**config.mk**
```make
export PLATFORM = sky130hd
export DESIGN_NAME = cva6_hpdcache_store_amo_seq
export DESIGN_NICKNAME = d
export VERILOG_FILES = /design/src/rtl/cva6_hpdcache_seq_pkg.sv /design/src/rtl/cva6_hpdcache_st_fifo.sv /design/src/rtl/cva6_hpdcache_store_amo_seq.sv
export SDC_FILE = /design/constraint.sdc
export NUM_CORES = 1
export LEC_CHECK = 0
export CORE_AREA = 2 2 310 312
export DETAILED_ROUTE_END_ITERATION = 16
export DIE_AREA = 0 0 312 314
export SYNTH_ARGS = -nofsm -noshare
export SYNTH_HDL_FRONTEND = slang
export SYNTH_SLANG_ARGS = --single-unit
```
**constraint.sdc**
```tcl
create_clock -name clk_i -period 9.85 [get_ports clk_i]
set_input_delay 1.97 -clock clk_i [delete_from_list [all_inputs] [get_ports clk_i]]
set_output_delay 1.97 -clock clk_i [all_outputs]
set_load 0.01 [all_outputs]
```
**src/rtl/cva6_hpdcache_seq_pkg.sv**
```systemverilog
// Types shared by the store/AMO sequencer: the dcache request/response and AMO
// structs this slice exchanges with the core and adapter, the FIFO entry and FSM states.
package cva6_hpdcache_seq_pkg;

  localparam int unsigned DCACHE_INDEX_WIDTH = 12;
  localparam int unsigned DCACHE_TAG_WIDTH   = 44;
  localparam int unsigned DCACHE_DATA_WIDTH  = 64;
  localparam int unsigned DCACHE_BE_WIDTH    = DCACHE_DATA_WIDTH / 8;
  localparam int unsigned DCACHE_TID_WIDTH   = 2;

  typedef struct packed {
    int unsigned XLEN;
  } cva6_cfg_t;

  localparam cva6_cfg_t cva6_cfg_empty = '{XLEN: 64};

  typedef enum logic [3:0] {
    AMO_NONE = 4'd0, AMO_LR, AMO_SC, AMO_SWAP, AMO_ADD, AMO_AND,
    AMO_OR, AMO_XOR, AMO_MAX, AMO_MAXU, AMO_MIN, AMO_MINU
  } amo_t;

  typedef struct packed {
    logic [DCACHE_INDEX_WIDTH-1:0] address_index;
    logic [DCACHE_TAG_WIDTH-1:0]   address_tag;
    logic [DCACHE_DATA_WIDTH-1:0]  data_wdata;
    logic                          data_req;
    logic [DCACHE_BE_WIDTH-1:0]    data_be;
    logic [1:0]                    data_size;
    logic [DCACHE_TID_WIDTH-1:0]   data_id;
    logic                          kill_req;
  } dcache_req_i_t;

  typedef struct packed {
    logic                         data_gnt;
    logic                         data_rvalid;
    logic [DCACHE_TID_WIDTH-1:0]  data_rid;
    logic [DCACHE_DATA_WIDTH-1:0] data_rdata;
  } dcache_req_o_t;

  typedef struct packed {
    logic                         req;
    amo_t                         amo_op;
    logic [1:0]                   size;
    logic [DCACHE_DATA_WIDTH-1:0] operand_a;
    logic [DCACHE_DATA_WIDTH-1:0] operand_b;
  } amo_req_t;

  typedef struct packed {
    logic                         ack;
    logic [DCACHE_DATA_WIDTH-1:0] result;
  } amo_resp_t;

  typedef struct packed {
    logic [DCACHE_INDEX_WIDTH-1:0] index;
    logic [DCACHE_TAG_WIDTH-1:0]   tag;
    logic [DCACHE_DATA_WIDTH-1:0]  wdata;
    logic [DCACHE_BE_WIDTH-1:0]    be;
    logic [1:0]                    size;
  } st_entry_t;

  typedef enum logic [1:0] {
    IDLE  = 2'd0,
    DRAIN = 2'd1,
    AMO   = 2'd2
  } seq_state_e;

endpackage

```
**src/rtl/cva6_hpdcache_st_fifo.sv**
```systemverilog
// Store buffer: DEPTH-entry FIFO of st_entry_t with registered head, no fall-through.
module cva6_hpdcache_st_fifo
  import cva6_hpdcache_seq_pkg::*;
#(
  parameter int unsigned DEPTH = 4
) (
  input  logic                     clk_i,
  input  logic                     rst_ni,
  input  logic                     push_i,
  input  st_entry_t                entry_i,
  input  logic                     pop_i,
  output st_entry_t                head_o,
  output logic                     full_o,
  output logic                     empty_o,
  output logic [$clog2(DEPTH):0]   count_o
);

  localparam int unsigned AW = $clog2(DEPTH);
  localparam int unsigned CW = AW + 1;

  st_entry_t       mem_q [DEPTH];
  logic [AW-1:0]   wptr_q, rptr_q;
  logic [CW-1:0]   cnt_q;
  logic            do_push, do_pop;

  assign full_o  = (cnt_q == CW'(DEPTH));
  assign empty_o = (cnt_q == '0);
  assign do_push = push_i & ~full_o;
  assign do_pop  = pop_i & ~empty_o;
  assign head_o  = mem_q[rptr_q];
  assign count_o = cnt_q;

  // Payload is only observed when count says it is valid, so it needs no reset.
  always_ff @(posedge clk_i) begin
    if (do_push) mem_q[wptr_q] <= entry_i;
  end

  always_ff @(posedge clk_i or negedge rst_ni) begin
    if (!rst_ni) begin
      wptr_q <= '0;
      rptr_q <= '0;
      cnt_q  <= '0;
    end else begin
      if (do_push) wptr_q <= wptr_q + AW'(1);
      if (do_pop)  rptr_q <= rptr_q + AW'(1);
      case ({do_push, do_pop})
        2'b10:   cnt_q <= cnt_q + CW'(1);
        2'b01:   cnt_q <= cnt_q - CW'(1);
        default: cnt_q <= cnt_q;
      endcase
    end
  end

endmodule

```
**src/rtl/cva6_hpdcache_store_amo_seq.sv**
```systemverilog
// Store/AMO sequencer: buffers stores, drains them ahead of an AMO and keeps the
// adapter's store and AMO request channels mutually exclusive.
module cva6_hpdcache_store_amo_seq
  import cva6_hpdcache_seq_pkg::*;
#(
  parameter int unsigned DEPTH   = 4,
  parameter cva6_cfg_t   CVA6Cfg = cva6_cfg_empty
) (
  input  logic          clk_i,
  input  logic          rst_ni,
  input  dcache_req_i_t st_req_i,
  output dcache_req_o_t st_req_o,
  input  amo_req_t      amo_req_i,
  output amo_resp_t     amo_resp_o,
  output dcache_req_i_t adp_req_o,
  input  dcache_req_o_t adp_req_i,
  output amo_req_t      adp_amo_req_o,
  input  amo_resp_t     adp_amo_resp_i,
  output logic          empty_o
);

  localparam int unsigned CW = $clog2(DEPTH) + 1;

  if (CVA6Cfg.XLEN != DCACHE_DATA_WIDTH) begin : g_cfg_chk
    $error("CVA6Cfg.XLEN must match DCACHE_DATA_WIDTH");
  end

  seq_state_e      state_q, state_d;
  st_entry_t       push_entry, head;
  logic            push, pop, full, fifo_empty, store_vld, drain_done;
  logic [CW-1:0]   count;
  logic            unused_st;

  assign unused_st = ^{st_req_i.data_id, st_req_i.kill_req};

  // Holding off stores while an AMO is requested keeps it from being overtaken.
  assign push = rst_ni & st_req_i.data_req & ~full & (state_q == IDLE) & ~amo_req_i.req;
  assign store_vld  = ~fifo_empty & (state_q != AMO);
  assign pop        = store_vld & adp_req_i.data_gnt;
  // True when the buffer is empty after this cycle, so the AMO can go out next cycle.
  assign drain_done = fifo_empty | ((count == CW'(1)) & pop);

  assign push_entry = '{index: st_req_i.address_index, tag: st_req_i.address_tag,
                        wdata: st_req_i.data_wdata, be: st_req_i.data_be,
                        size: st_req_i.data_size};

  cva6_hpdcache_st_fifo #(.DEPTH(DEPTH)) i_st_fifo (
    .clk_i   (clk_i),
    .rst_ni  (rst_ni),
    .push_i  (push),
    .entry_i (push_entry),
    .pop_i   (pop),
    .head_o  (head),
    .full_o  (full),
    .empty_o (fifo_empty),
    .count_o (count)
  );

  always_ff @(posedge clk_i or negedge rst_ni) begin
    if (!rst_ni) state_q <= IDLE;
    else         state_q <= state_d;
  end

  always_comb begin
    state_d = state_q;
    unique case (state_q)
      IDLE:    if (amo_req_i.req) state_d = drain_done ? AMO : DRAIN;
      DRAIN:   if (!amo_req_i.req) state_d = IDLE;
               else if (drain_done) state_d = AMO;
      AMO:     if (adp_amo_resp_i.ack) state_d = IDLE;
      default: state_d = IDLE;
    endcase
  end

  always_comb begin
    st_req_o      = '0;
    adp_req_o     = '0;
    adp_amo_req_o = '0;
    amo_resp_o    = '0;
    st_req_o.data_gnt = push;
    if (rst_ni) begin
      st_req_o.data_rvalid = adp_req_i.data_rvalid;
      st_req_o.data_rid    = adp_req_i.data_rid;
      st_req_o.data_rdata  = adp_req_i.data_rdata;
    end
    if (store_vld) begin
      adp_req_o.data_req      = 1'b1;
      adp_req_o.address_index = head.index;
      adp_req_o.address_tag   = head.tag;
      adp_req_o.data_wdata    = head.wdata;
      adp_req_o.data_be       = head.be;
      adp_req_o.data_size     = head.size;
    end
    if (state_q == AMO) begin
      adp_amo_req_o = amo_req_i;
      amo_resp_o    = adp_amo_resp_i;
    end
  end

  assign empty_o = fifo_empty & (state_q == IDLE);

endmodule

```
==> results_dict.tcl, run 1 <==
set metrics [dict create \
    outcome "completed" \
    first_global_vias 14970 \
    die_x_um 312 \
    cpPeakStageDelay_ns 0.77 \
    totalWireLength_um 105600 \
    final_area_um2 33070 \
    syn_area_um2 22060 \
    postCtsSetupRepairBufs 0 \
    placed_area_um2 31350 \
    drv_slew 0 \
    worst_slew_pin_slew_ns 1.149 \
    ys_seq_area_frac 0.7181 \
    whs_path_depth 2 \
    cp.arrival_ns 4.04 \
    antenna_found_initial 102 \
    final_common_cell "clkdlybuf4s50_1" \
    coreArea_um2 94450 \
    path_clk_slew_ns 0.07 \
    min_period_ns 6.010 \
    vias 14430 \
    synth_cell_type_count 28 \
    clock_skew_ns 0.06503 \
    grt_pass1_wl_um 137800 \
    layout_common_cells "clkdlybuf4s50_1 (799), edfxtp_1 (520), and2_1 (268), and3_1 (131), mux4_2 (130)" \
    root_buffer "clkbuf_16" \
    tns_ns 0 \
    hold_viol 0 \
    p_leak_uw 0.01106 \
    synth_top_cell_by_area "edfxtp_1" \
    track_usage 0.2102 \
    synthTopCellsByArea "edfxtp_1 (71%), mux4_2 (13%), and2_1 (7.7%)" \
    pwr_density_cell_nw_per_um2 252.7 \
    gp_congestion 0.9445 \
    cts_tree "built" \
    grt.overflow.total 0 \
    fin_crit_sh 0.6101 \
    ir_worst_vdd_v 0.0001895 \
    dp_hpwl_um 83380 \
    fin_nets 2386 \
    yosysWarnings 0 \
    synth_seq_cells 529 \
    numCtsBuffers 53 \
    rsz0062_at_grt "false" \
    drive_gt1_frac 0.1143 \
    crit_type "in2out" \
    slowest_stage "clkdlybuf4s50_1" \
    netlist.area_leader.share 0.7078 \
    cpLargestDelayFamily "buffers and inverters" \
    grt_start_max_net_pins 127 \
    worst-endpoint-required_ns 7.88 \
    slew_headroom 0.2342 \
    htreeDepth 2 \
    route.detailed.drc 0 \
    worst-path-stages 4 \
    crit_chain "buf_2 -> buf_4 -> and4b_1 -> clkdlybuf4s50_1" \
    setup.worst_path.end_class "output pin" \
    portBuffers 800 \
    via_per_inst 4.380 \
    wl_per_cell_um 32.06 \
    die_h_um 314 \
    cp_num_buf_inv 3 \
    critPathLaunchType "input pin" \
    io_pins 807 \
    worstSkewPairLatency_ns 0.63 \
    cts_sinks 529 \
    max-cap-violations 0 \
    cts_hold_buffers 0 \
    min_path_type "reg2reg" \
    start_util 0.2336 \
    fmax_mhz 166.4 \
    setup_viol 0 \
    syn_inst 1194 \
    dr.pass1.iters 5 \
    drtIter0Drc 972 \
    avgSynthCellArea_um2 18.48 \
    rr_worst_depth 6 \
    die_area_um2 97970 \
    cts-resized-gates 0 \
    cts.path.max_buffers 3 \
    crit_fanout 77 \
    syn_to_final_growth_pct 49.90 \
    ant_nets 0 \
    rows 113 \
]
per-stage QoR:
step,utilization,hold WS (ns),worst slack (ns),std cells,total power (uW)
detailed placement,0.3320,0.5213,3.815,3183,6542
floorplan,-,0.4751,3.989,1196,4494
CTS,0.3496,0.5372,3.749,3277,8503
finish,0.3501,0.5323,3.840,3295,8355
global placement,0.3320,0.5199,3.828,3183,6546
global route,0.3498,0.5829,3.614,3282,8737
worst min-delay path, cell delays in order (launching register included):
cell	delay, ns
dfrtp_1	0.37
nand2_1	0.05
o21ai_0	0.07
cells in the mapped netlist:
cell        n
nand2_1     1
conb_1      1
clkbuf_1   60
mux2i_1     1
dfrtp_1     9
and2_1    272
o32ai_1     1
o21ai_0     1
nand2b_1    3
inv_1       5
nor2_1      3
buf_1       1
buf_4       7
nand4_1     1
a211oi_1    1
ha_1        9
mux2_2      1
buf_6      10
nor3_1      1
and3_1    131
a21oi_1     1
mux4_2    130
buf_2      16
and4b_1     1
xnor2_1     4
nor2b_1     1
xor2_1      2
edfxtp_1  520
per-layer routing:
layer,up-vias,share of wire,global-route usage,wire (um)
met4,62,0.027,0.04917,2863
met3,211,0.16,0.1491,16490
met5,-,0.0034,0,360
met1,7202,0.34,0.2152,35690
met2,765,0.48,0.3475,50210
li1,6191,-,-,-
state kept, by name, indices dropped and copies added, names as in the netlist:
name               flops
i_st_fifo.count_o      3
i_st_fifo.rptr_q       2
i_st_fifo.mem_q      520
i_st_fifo.wptr_q       2
state_q                2
cell type report:
class / count / area [um^2]
antenna: 18 / 45.04
clock buffer: 64 / 1368
clock inverter: 30 / 302.8
fill: 9091 / 61380
inverter: 5 / 18.77
multi-input combinational: 568 / 5767
sequential: 529 / 15850
tap: 1265 / 1583
timing repair buffer: 816 / 8135
power breakdown:
part / switching, uW / internal (uW)
logic: 1700 / 1960
registers: 154 / 2600
clock network: 841 / 1100
worst paths after layout:
| path | from | to | slack (ns) |
|---|---|---|---|
| min in group asynchronous | rst_ni | i_st_fifo.rptr_q[0] | 1.50 |
| setup / recovery | rst_ni | st_req_o[67] | 3.84 |
| max in group asynchronous | rst_ni | i_st_fifo.rptr_q[1] | 7.76 |
| setup reg to reg | i_st_fifo.count_o[0] | i_st_fifo.mem_q[1][83] | 6.38 |
| hold / removal | i_st_fifo.count_o[1] | i_st_fifo.count_o[1] | 0.53 |
| hold reg to reg | i_st_fifo.count_o[1] | i_st_fifo.count_o[1] | 0.53 |
kinds of logic (layout without fill, tap and decap cells):
kind of cell    Yosys count  after routing  synth area share
flops                   529            529            0.7181
simple gates            414            414            0.1171
mux                     132            132            0.1337
buf+inv                  99            915           0.02235
fa+ha+maj                 9              9          0.005105
xor+xnor                  6              6          0.002382
compound gates            4              4          0.001191
other cells               1             21         0.0001700
No activity file was read; power rests on OpenSTA's default activity.
==> run 2: changes to the inputs <==
==> constraint.sdc (replaced) <==
create_clock -name clk_i -period 6.05 [get_ports clk_i]
set_input_delay 1.21 -clock clk_i [delete_from_list [all_inputs] [get_ports clk_i]]
set_output_delay 1.21 -clock clk_i [all_outputs]
set_load 0.01 [all_outputs]
==> run 2 against run 1 <==
Critical path depth up 2. Core utilization up 0.31 points. Die area unchanged. Largest power group unchanged. Sequential power up 62%. Highest routed layer unchanged.
==> results_dict.tcl, run 2 (synthesis gave the netlist of run 1 again) <==
set metrics [dict create \
    layout_common_cells "clkdlybuf4s50_1 (799), edfxtp_1 (520), and2_1 (268), and3_1 (131), mux4_2 (130)" \
    path_clk_slew_ns 0.06 \
    ant_nets 0 \
    final_common_cell "clkdlybuf4s50_1" \
    outcome "completed" \
    pwr_density_cell_nw_per_um2 419.1 \
    startpoint "i_st_fifo.count_o[0]" \
    worstSkewPairLatency_ns 0.63 \
    drv_slew 0 \
    hold_viol 0 \
    top_register "i_st_fifo.mem_q" \
    max-cap-violations 0 \
    cts_sinks 529 \
    gp_congestion 0.9496 \
    setup_viol 0 \
    r2r_setup_slack_ns 2.99 \
    syn_to_final_growth_pct 51.22 \
    dp_hpwl_um 84860 \
    setup.worst_path.end_class "output pin" \
    grt.overflow.total 0 \
    numCtsBuffers 55 \
    via_per_inst 4.422 \
    dr.pass1.iters 5 \
    cts.path.max_buffers 3 \
    wl_per_cell_um 32.57 \
    rsz0062_at_grt "false" \
    r2r_start "i_st_fifo.count_o[0]" \
    slowest_stage "nand2b_4" \
    route.detailed.drc 0 \
    min_path_type "reg2reg" \
    first_global_vias 15210 \
    die_x_um 312 \
    antenna_found_initial 88 \
    vias 14630 \
    fin_nets 2394 \
    track_usage 0.2141 \
    power.total_uw 13980 \
    fmax_mhz 210.5 \
    cts_hold_buffers 0 \
    critPathLaunchType "flip-flop" \
    cpPeakStageDelay_ns 0.63 \
    grt_pass1_wl_um 139900 \
    rr_worst_depth 6 \
    ir_worst_vdd_v 0.0002882 \
    worst-endpoint-required_ns 4.84 \
    crit_chain "inv_1 -> ha_1 -> nand2b_4 -> buf_4 -> and3_1 -> clkdlybuf4s50_1" \
    die_area_um2 97970 \
    cts-resized-gates 0 \
    cts_tree "built" \
    fin_crit_sh 0.7852 \
    drive_gt1_frac 0.1264 \
    io_pins 807 \
    root_buffer "clkbuf_16" \
    die_h_um 314 \
    reg2reg_to "i_st_fifo.mem_q[0][114]" \
    crit_type "reg2out" \
    cp.arrival_ns 3.54 \
    postCtsSetupRepairBufs 0 \
    clock_skew_ns 0.06282 \
    coreArea_um2 94450 \
    grt_start_max_net_pins 108 \
    htreeDepth 2 \
    start_util 0.2336 \
    p_leak_uw 0.01123 \
    min_period_ns 4.750 \
    slew_headroom 0.3484 \
    finalHoldWorstSlack_ns 0.5424 \
    tns_ns 0 \
    rows 113 \
    portBuffers 800 \
    totalWireLength_um 107800 \
    endpoint "adp_req_o[93]" \
    largest_reg_flops 520 \
    drtIter0Drc 1035 \
    worst_slew_pin_slew_ns 0.9775 \
    hp-start "i_st_fifo.count_o[1]" \
    crit_fanout 81 \
]
[run 2: cell count changes in the layout (fill, tap and decap cells not counted), moves of 4 or more]
| cell | change |
|---|---|
| clkinv_1 | -4 |
| clkbuf_1 | -8 |
| buf_12 | +8 |
| clkinv_2 | +16 |
[run 2: worst min-delay path by stage]
stage,endpoint,cells after the start
after CTS,i_st_fifo.count_o[1],2
after floorplan,i_st_fifo.count_o[1],2
after detailed placement,i_st_fifo.count_o[1],2
after global routing,i_st_fifo.count_o[1],2
final,i_st_fifo.count_o[1],2
after global placement,i_st_fifo.count_o[0],1
[run 2: report_power, final]
part / leakage (uW) / internal, uW / switching [uW]
combinational: 0.00553 / 3250 / 2880
clock: 0.000909 / 1940 / 1460
sequential: 0.00479 / 4230 / 219
[run 2: final cells by class]
cell class | count | area [um^2]
antenna | 17 | 42.54
sequential | 529 | 15850
inverter | 5 | 18.77
fill | 9101 | 61090
clock inverter | 44 | 432.9
timing repair buffer | 822 | 8280
multi-input combinational | 568 | 5767
tap | 1265 | 1583
clock buffer | 58 | 1388
[run 2: per-layer routing]
metal / track usage / vias up / part of all wire
met4: 0.03267 / 52 / 0.019
met3: 0.1487 / 199 / 0.16
met5: 0 / - / 0.0031
met2: 0.3589 / 733 / 0.48
li1: - / 6217 / -
met1: 0.2238 / 7428 / 0.33
[run 2: through the flow]
step / worst slack, ns / instance area, um^2 / instances / util
2_1_floorplan: 0.9486 / 22070 / 1196 / -
3_3_place_gp: 1.681 / 31500 / 3189 / 0.3335
3_5_place_dp: 1.658 / 31500 / 3189 / 0.3335
4_1_cts: 1.248 / 33320 / 3291 / 0.3528
5_1_grt: 1.170 / 33320 / 3292 / 0.3528
6_report: 1.300 / 33360 / 3308 / 0.3532
[run 2: critical path, delay by kind of cell, from the launching register on]
family | cells | cell delay [ns]
buffers and inverters | 3 | 1.18
adder cells (fa/ha/maj) | 1 | 0.26
flip-flops | 1 | 0.42
AND/OR/NAND/NOR | 2 | 0.88
